[src/rtl/iir_pkg.sv]
// Shared constants for the IIR coefficient path: word width, Q-format, coefficient slot order,
// loader state encodings and pass-through reset values.
package iir_pkg;

  localparam int COEF_WIDTH = 16;
  localparam int FRAC_BITS  = 14;
  localparam int NUM_COEF   = 5;

  localparam int IDX_B0   = 0;
  localparam int IDX_B1   = 1;
  localparam int IDX_B2   = 2;
  localparam int IDX_A1   = 3;
  localparam int IDX_A2   = 4;
  localparam int IDX_CSUM = 5;

  // 1.0 in Q2.14 on b0 with every other tap zero makes the filter a wire.
  localparam int B0_INIT_DEF = 1 << FRAC_BITS;
  localparam int B1_INIT_DEF = 0;
  localparam int B2_INIT_DEF = 0;
  localparam int A1_INIT_DEF = 0;
  localparam int A2_INIT_DEF = 0;

  typedef enum logic [1:0] {
    ST_LOAD  = 2'd0,
    ST_PEND  = 2'd1,
    ST_CHECK = 2'd2
  } ld_state_e;

endpackage

[src/rtl/iir_coeff_loader_if.sv]
// Coefficient configuration port: valid/ready word transfer plus an out-of-band abort.
interface iir_coeff_loader_if #(
  parameter int WIDTH = 16
);
  logic             cfg_valid;
  logic             cfg_ready;
  logic [WIDTH-1:0] cfg_data;
  logic             cfg_abort;

  modport master (output cfg_valid, output cfg_data, output cfg_abort, input  cfg_ready);
  modport slave  (input  cfg_valid, input  cfg_data, input  cfg_abort, output cfg_ready);
endinterface

[src/rtl/iir_coeff_csum.sv]
// Running XOR over every accepted word of a set; the set is good when data plus checksum XOR to zero.
// Result is visible the cycle after the last word is accumulated; no backpressure of its own.
module iir_coeff_csum #(
  parameter int WIDTH = 16
) (
  input  logic             clk,
  input  logic             rst,
  input  logic             clr,
  input  logic             acc_en,
  input  logic [WIDTH-1:0] din,
  output logic             match
);

  logic [WIDTH-1:0] acc_q, acc_d;

  always_comb begin
    acc_d = acc_q;
    if (clr) begin
      acc_d = '0;
    end else if (acc_en) begin
      acc_d = acc_q ^ din;
    end
  end

  always_ff @(posedge clk or posedge rst) begin
    if (rst) begin
      acc_q <= '0;
    end else begin
      acc_q <= acc_d;
    end
  end

  assign match = (acc_q == '0);

endmodule

[src/rtl/iir_coeff_loader.sv]
// Shadow-banks five coefficient words and applies them atomically on sample_tick (new values and coeff_update appear
// the cycle after the tick edge); cfg_ready drops while a set is pending. COEFF_CHECKSUM_EN adds a sixth XOR word + check.
module iir_coeff_loader
  import iir_pkg::*;
#(
  parameter int WIDTH   = COEF_WIDTH,
  parameter int B0_INIT = B0_INIT_DEF,
  parameter int B1_INIT = B1_INIT_DEF,
  parameter int B2_INIT = B2_INIT_DEF,
  parameter int A1_INIT = A1_INIT_DEF,
  parameter int A2_INIT = A2_INIT_DEF
) (
  input  logic                    clk,
  input  logic                    rst,
  iir_coeff_loader_if.slave       cfg,
  input  logic                    sample_tick,
  output logic signed [WIDTH-1:0] b0_out,
  output logic signed [WIDTH-1:0] b1_out,
  output logic signed [WIDTH-1:0] b2_out,
  output logic signed [WIDTH-1:0] a1_out,
  output logic signed [WIDTH-1:0] a2_out,
  output logic                    coeff_update,
  output logic                    pending,
  output logic                    load_err
);

  localparam logic [WIDTH-1:0] INIT_VAL [NUM_COEF] = '{
    WIDTH'(B0_INIT), WIDTH'(B1_INIT), WIDTH'(B2_INIT), WIDTH'(A1_INIT), WIDTH'(A2_INIT)
  };

  ld_state_e        state_q, state_d;
  logic [2:0]       idx_q, idx_d;
  logic [WIDTH-1:0] shadow_q [NUM_COEF];
  logic [WIDTH-1:0] shadow_d [NUM_COEF];
  logic [WIDTH-1:0] coef_q   [NUM_COEF];
  logic [WIDTH-1:0] coef_d   [NUM_COEF];
  logic             coeff_update_q, coeff_update_d;
  logic             accept;

  // An abort cycle drops whatever word is on the bus even though ready is high.
  assign cfg.cfg_ready = (state_q == ST_LOAD);
  assign accept        = cfg.cfg_valid & cfg.cfg_ready & ~cfg.cfg_abort;

`ifdef COEFF_CHECKSUM_EN
  localparam logic [2:0] LAST_IDX = 3'(IDX_CSUM);
  logic csum_clr, csum_match;
  logic load_err_q, load_err_d;

  assign csum_clr = cfg.cfg_abort | (state_q == ST_CHECK);

  iir_coeff_csum #(.WIDTH(WIDTH)) u_csum (
    .clk    (clk),
    .rst    (rst),
    .clr    (csum_clr),
    .acc_en (accept),
    .din    (cfg.cfg_data),
    .match  (csum_match)
  );

  always_ff @(posedge clk or posedge rst) begin
    if (rst) begin
      load_err_q <= 1'b0;
    end else begin
      load_err_q <= load_err_d;
    end
  end

  assign load_err = load_err_q;
`else
  localparam logic [2:0] LAST_IDX = 3'(IDX_A2);
  assign load_err = 1'b0;
`endif

  always_comb begin
    state_d        = state_q;
    idx_d          = idx_q;
    shadow_d       = shadow_q;
    coef_d         = coef_q;
    coeff_update_d = 1'b0;
`ifdef COEFF_CHECKSUM_EN
    load_err_d     = 1'b0;
`endif
    if (cfg.cfg_abort) begin
      state_d = ST_LOAD;
      idx_d   = '0;
    end else begin
      case (state_q)
        ST_LOAD: begin
          if (accept) begin
            // The checksum word lands on index NUM_COEF and is consumed only by the accumulator.
            for (int i = 0; i < NUM_COEF; i++) begin
              if (idx_q == 3'(i)) shadow_d[i] = cfg.cfg_data;
            end
            if (idx_q == LAST_IDX) begin
              idx_d = '0;
`ifdef COEFF_CHECKSUM_EN
              state_d = ST_CHECK;
`else
              state_d = ST_PEND;
`endif
            end else begin
              idx_d = idx_q + 3'd1;
            end
          end
        end
        ST_PEND: begin
          if (sample_tick) begin
            coef_d         = shadow_q;
            coeff_update_d = 1'b1;
            state_d        = ST_LOAD;
          end
        end
`ifdef COEFF_CHECKSUM_EN
        ST_CHECK: begin
          if (csum_match) begin
            state_d = ST_PEND;
          end else begin
            state_d    = ST_LOAD;
            load_err_d = 1'b1;
          end
        end
`endif
        default: state_d = ST_LOAD;
      endcase
    end
  end

  always_ff @(posedge clk or posedge rst) begin
    if (rst) begin
      state_q        <= ST_LOAD;
      idx_q          <= '0;
      coeff_update_q <= 1'b0;
      for (int i = 0; i < NUM_COEF; i++) begin
        shadow_q[i] <= '0;
        coef_q[i]   <= INIT_VAL[i];
      end
    end else begin
      state_q        <= state_d;
      idx_q          <= idx_d;
      coeff_update_q <= coeff_update_d;
      shadow_q       <= shadow_d;
      coef_q         <= coef_d;
    end
  end

  assign b0_out       = coef_q[IDX_B0];
  assign b1_out       = coef_q[IDX_B1];
  assign b2_out       = coef_q[IDX_B2];
  assign a1_out       = coef_q[IDX_A1];
  assign a2_out       = coef_q[IDX_A2];
  assign coeff_update = coeff_update_q;
  assign pending      = (state_q == ST_PEND);

endmodule
[src/flat_wrapper.sv]
// flat-port wrapper written by rule: the top's interface ports become plain ports
module iir_coeff_loader_flat import iir_pkg::*;
#(
  parameter int WIDTH   = COEF_WIDTH,
  parameter int B0_INIT = B0_INIT_DEF,
  parameter int B1_INIT = B1_INIT_DEF,
  parameter int B2_INIT = B2_INIT_DEF,
  parameter int A1_INIT = A1_INIT_DEF,
  parameter int A2_INIT = A2_INIT_DEF
)
  (clk, rst, sample_tick, b0_out, b1_out, b2_out, a1_out, a2_out, coeff_update, pending, load_err, cfg_cfg_valid, cfg_cfg_data, cfg_cfg_abort, cfg_cfg_ready);
  iir_coeff_loader_if #(.WIDTH(WIDTH)) cfg_i ();
  input  logic clk;
  input  logic rst;
  input  logic sample_tick;
  output logic signed [WIDTH-1:0] b0_out;
  output logic signed [WIDTH-1:0] b1_out;
  output logic signed [WIDTH-1:0] b2_out;
  output logic signed [WIDTH-1:0] a1_out;
  output logic signed [WIDTH-1:0] a2_out;
  output logic coeff_update;
  output logic pending;
  output logic load_err;
  input wire logic [$bits(cfg_i.cfg_valid)-1:0] cfg_cfg_valid;
  input wire logic [$bits(cfg_i.cfg_data)-1:0] cfg_cfg_data;
  input wire logic [$bits(cfg_i.cfg_abort)-1:0] cfg_cfg_abort;
  output wire logic [$bits(cfg_i.cfg_ready)-1:0] cfg_cfg_ready;
  assign cfg_i.cfg_valid = cfg_cfg_valid;
  assign cfg_i.cfg_data = cfg_cfg_data;
  assign cfg_i.cfg_abort = cfg_cfg_abort;
  assign cfg_cfg_ready = cfg_i.cfg_ready;
  iir_coeff_loader #(.WIDTH(WIDTH), .B0_INIT(B0_INIT), .B1_INIT(B1_INIT), .B2_INIT(B2_INIT), .A1_INIT(A1_INIT), .A2_INIT(A2_INIT)) u_core (.clk(clk), .rst(rst), .cfg(cfg_i), .sample_tick(sample_tick), .b0_out(b0_out), .b1_out(b1_out), .b2_out(b2_out), .a1_out(a1_out), .a2_out(a2_out), .coeff_update(coeff_update), .pending(pending), .load_err(load_err));
endmodule
[config.mk]
export PLATFORM = sky130hd
export DESIGN_NAME = iir_coeff_loader_flat
export DESIGN_NICKNAME = d
export VERILOG_FILES = /design/src/rtl/iir_pkg.sv /design/src/rtl/iir_coeff_loader_if.sv /design/src/rtl/iir_coeff_csum.sv /design/src/rtl/iir_coeff_loader.sv /design/src/flat_wrapper.sv
export SDC_FILE = /design/constraint.sdc
export NUM_CORES = 1
export LEC_CHECK = 0
export ABC_AREA = 1
export CORE_MARGIN = 1.5
export CORE_UTILIZATION = 33
export CTS_CLUSTER_DIAMETER = 40
export DETAILED_ROUTE_END_ITERATION = 8
export GPL_TIMING_DRIVEN = 0
export SYNTH_ARGS = -nofsm -noshare
export SYNTH_HDL_FRONTEND = slang
export SYNTH_SLANG_ARGS = --single-unit
[constraint.sdc]
create_clock -name clk -period 13.8 [get_ports clk]
set_clock_uncertainty 0.2 [all_clocks]
set_input_delay 1.38 -clock clk [delete_from_list [all_inputs] [get_ports clk]]
set_output_delay 1.38 -clock clk [all_outputs]
set_load 0.02 [all_outputs]
==> reports/results.tsv <==
metric	value	unit
start_util	0.339	
ys_seq_elements	165	
clockRootBuffer	clkbuf_16	
synthTopCellsByArea	dfrtp_1 (62%), nand2_1 (23%), nand3_1 (6.2%)	
grt_pass1_wl	28.1	mm
ir_worst_vdd	0.0864	mV
wire_per_inst	15.6	um
path_max_fanout	5	
synth_area	0.00665	mm^2
crit_path_cell_trace	clkdlybuf4s50_1	
tns	0	ns
powerDensity	132	mW/mm^2
hpwl	11.9	mm
cp_num_buf_inv	1	
fin_total_pwr	0.00114	W
yosysMostFrequentCell	nand2_1	
crit_type	flop to output port	
cp.arrival	1.61	ns
antenna_found_initial	0	
place_congestion	0.784	
syn2layout_area_growth	29.7	%
cts_sinks	165	
drt_iter0_drc	371	
fp.dieW	145	um
cts_max_path_buffers	2	
status	completed	
dieArea	0.0210	mm^2
critPathLaunchType	flop	
synth-edff-count	0	
synthFlopType	dfrtp_1	
seq_area_frac_synth	0.621	
synth.distinct_cells	18	
finalCriticalPeriod	3.19	ns
max_freq	313	MHz
synthArstFlopShare	1.00	
end_kind	output port	
rows	51	
slowest_stage	clkdlybuf4s50_1	
finalHoldViolCount	0	
ys_warn_count	0	
cts_tree	yes	
rsz0062_at_grt	false	
drt_pass1_iterations	5	
yosysTopAreaCellShare	0.617	
cp.required	12.22	ns
setup_slack	10.61	ns
finalCritPeriodShare	0.231	
via_per_inst	4.57	
drive_above_1_share	0.0915	
p_leak	4.52	nW
postSynthAreaPerCell	9.14	um^2
holdBufCountCts	0	
vias	5160	
crit_family	buffers and inverters	
io_buffers	103	
routed_wl	17.6	mm
pin_count	105	
gr-total-overflow	0	
die_h	145	um
clock_latency	0.42	ns
yosysTopAreaCell	dfrtp_1	
drc	0	
fill_cells	1956	
gr-max-usage-layer	met2	
h-tree-depth	4	
grtUsageMet2	0.268	
final_cells	1128	
grt_max_degree	93	
cts_resized	0	
cp_slowest_stage_delay	0.67	ns
use_met3	0.0465	
setup_viol	0	
final_antenna_net_count	0	
synth_commonest_cells	nand2_1 (410), dfrtp_1 (164), nand3_1 (82)	
hp-class	flop to flop	
nets	876	
path_clk_slew	0.06	ns
synth_nets	753	
grt_util_met1	0.244	
cts_buffers	17	
n_antenna_cell	0	
slew_headroom	0.627	
synthCells	727	
cts_setup_buffers	0	
post-place-ws	10.55	ns
maxCapViolCount	0	
dp.cells	1096	
worst_slew_pin_slew	0.559	ns
grt_pass1_vias	4954	
core	0.0196	mm^2
finalMaxSlewViolations	0	
grt_util_all_layers	0.173	
==> through the flow <==
step,utilization,hold slack (ns),area (um^2)
after floorplan,-,0.242,6650
after global placement,0.409,0.252,8010
after detailed placement,0.411,0.255,8040
after CTS,0.440,0.270,8620
after global routing,0.440,0.293,8620
final,0.440,0.268,8620
==> registers in the layout, summed over array words and instances, names as in the netlist <==
signal and count:
u_core.coeff_update 1, u_core.state_q 1, u_core.idx_q 3, u_core.b1_out 16
u_core.a1_out 16, u_core.b2_out 16, u_core.shadow_q 80, u_core.a2_out 16
u_core.b0_out 16
==> cells in the final DEF, fill, tap and decap left out <==
master           synthesis  routed
bufinv_16                0       2
inv_8                    0       1
buf_4                   11      11
inv_4                    1       1
clkinv_4                 0       3
o21ai_1                  1       1
ha_1                     5       5
clkbuf_1                 7       9
buf_6                   12      12
nor2_1                   1       1
buf_2                    8       8
dfstp_2                  1       1
buf_16                   0       1
inv_1                    9       8
nand3_1                 82      82
nor2_2                   1       1
conb_1                   1       1
nand2_1                410     410
clkinv_2                 0       3
nor2_4                   4       4
clkdlybuf4s50_1          0     103
dfrtp_1                164     164
clkbuf_16                0      17
inv_2                    3       3
nand3_4                  6       6
clkbuf_8                 0       1
clkinvlp_4               0       4
==> final timing paths <==
check,to,slack (ns),cells past startpoint,startpoint
setup / recovery,pending,10.61,1,u_core.state_q[0]
setup reg to reg,u_core.shadow_q[23],11.83,7,u_core.idx_q[2]
min in group asynchronous,u_core.a2_out[5],1.21,2,rst
max in group asynchronous,u_core.b0_out[14],11.34,3,rst
hold reg to reg,u_core.b1_out[13],0.27,2,u_core.shadow_q[61]
hold / removal,u_core.b1_out[13],0.27,2,u_core.shadow_q[61]
==> power breakdown <==
| part | leakage [nW] | total [W] | internal, W | switching, W |
|---|---|---|---|---|
| clock network | 0.272 | 0.000467 | 0.000271 | 0.000196 |
| logic | 2.02 | 0.000104 | 0.0000394 | 0.0000649 |
| registers | 2.23 | 0.000568 | 0.000537 | 0.0000309 |
==> cell type report <==
type,instances,area (um^2),share of cell area
Buffer,38,284,0.0329
Clock buffer,20,447,0.0518
Clock inverter,12,131,0.0152
Inverter,13,58.8,0.00682
Multi-Input combinational cell,511,2180,0.253
Sequential cell,165,4130,0.479
Tap cell,265,332,0.0385
Timing Repair Buffer,104,1060,0.123
==> metal layers <==
metal / vias up / routed length [um]
met5: - / 0
met1: 2506 / 8330
met4: 0 / 142
met2: 136 / 8060
li1: 2507 / -
met3: 11 / 1020
==> cell families (layout without fill, tap and decap cells) <==
| kind of cell | Yosys count | after routing | synth area share |
|---|---|---|---|
| other | 1 | 1 | 0.000564 |
| buffers and inverters | 51 | 187 | 0.0505 |
| adder cells (fa/ha/maj) | 5 | 5 | 0.00941 |
| AO/OA/AOI/OAI | 1 | 1 | 0.000752 |
| flip-flops | 165 | 165 | 0.621 |
| AND/OR/NAND/NOR | 504 | 504 | 0.317 |
==> tightest hold or removal path, stage by stage (launching register included) <==
cell     delay (ns)
dfrtp_1        0.34
nand2_1        0.05
nand2_1        0.04
Power figures use the tool's default switching activity.
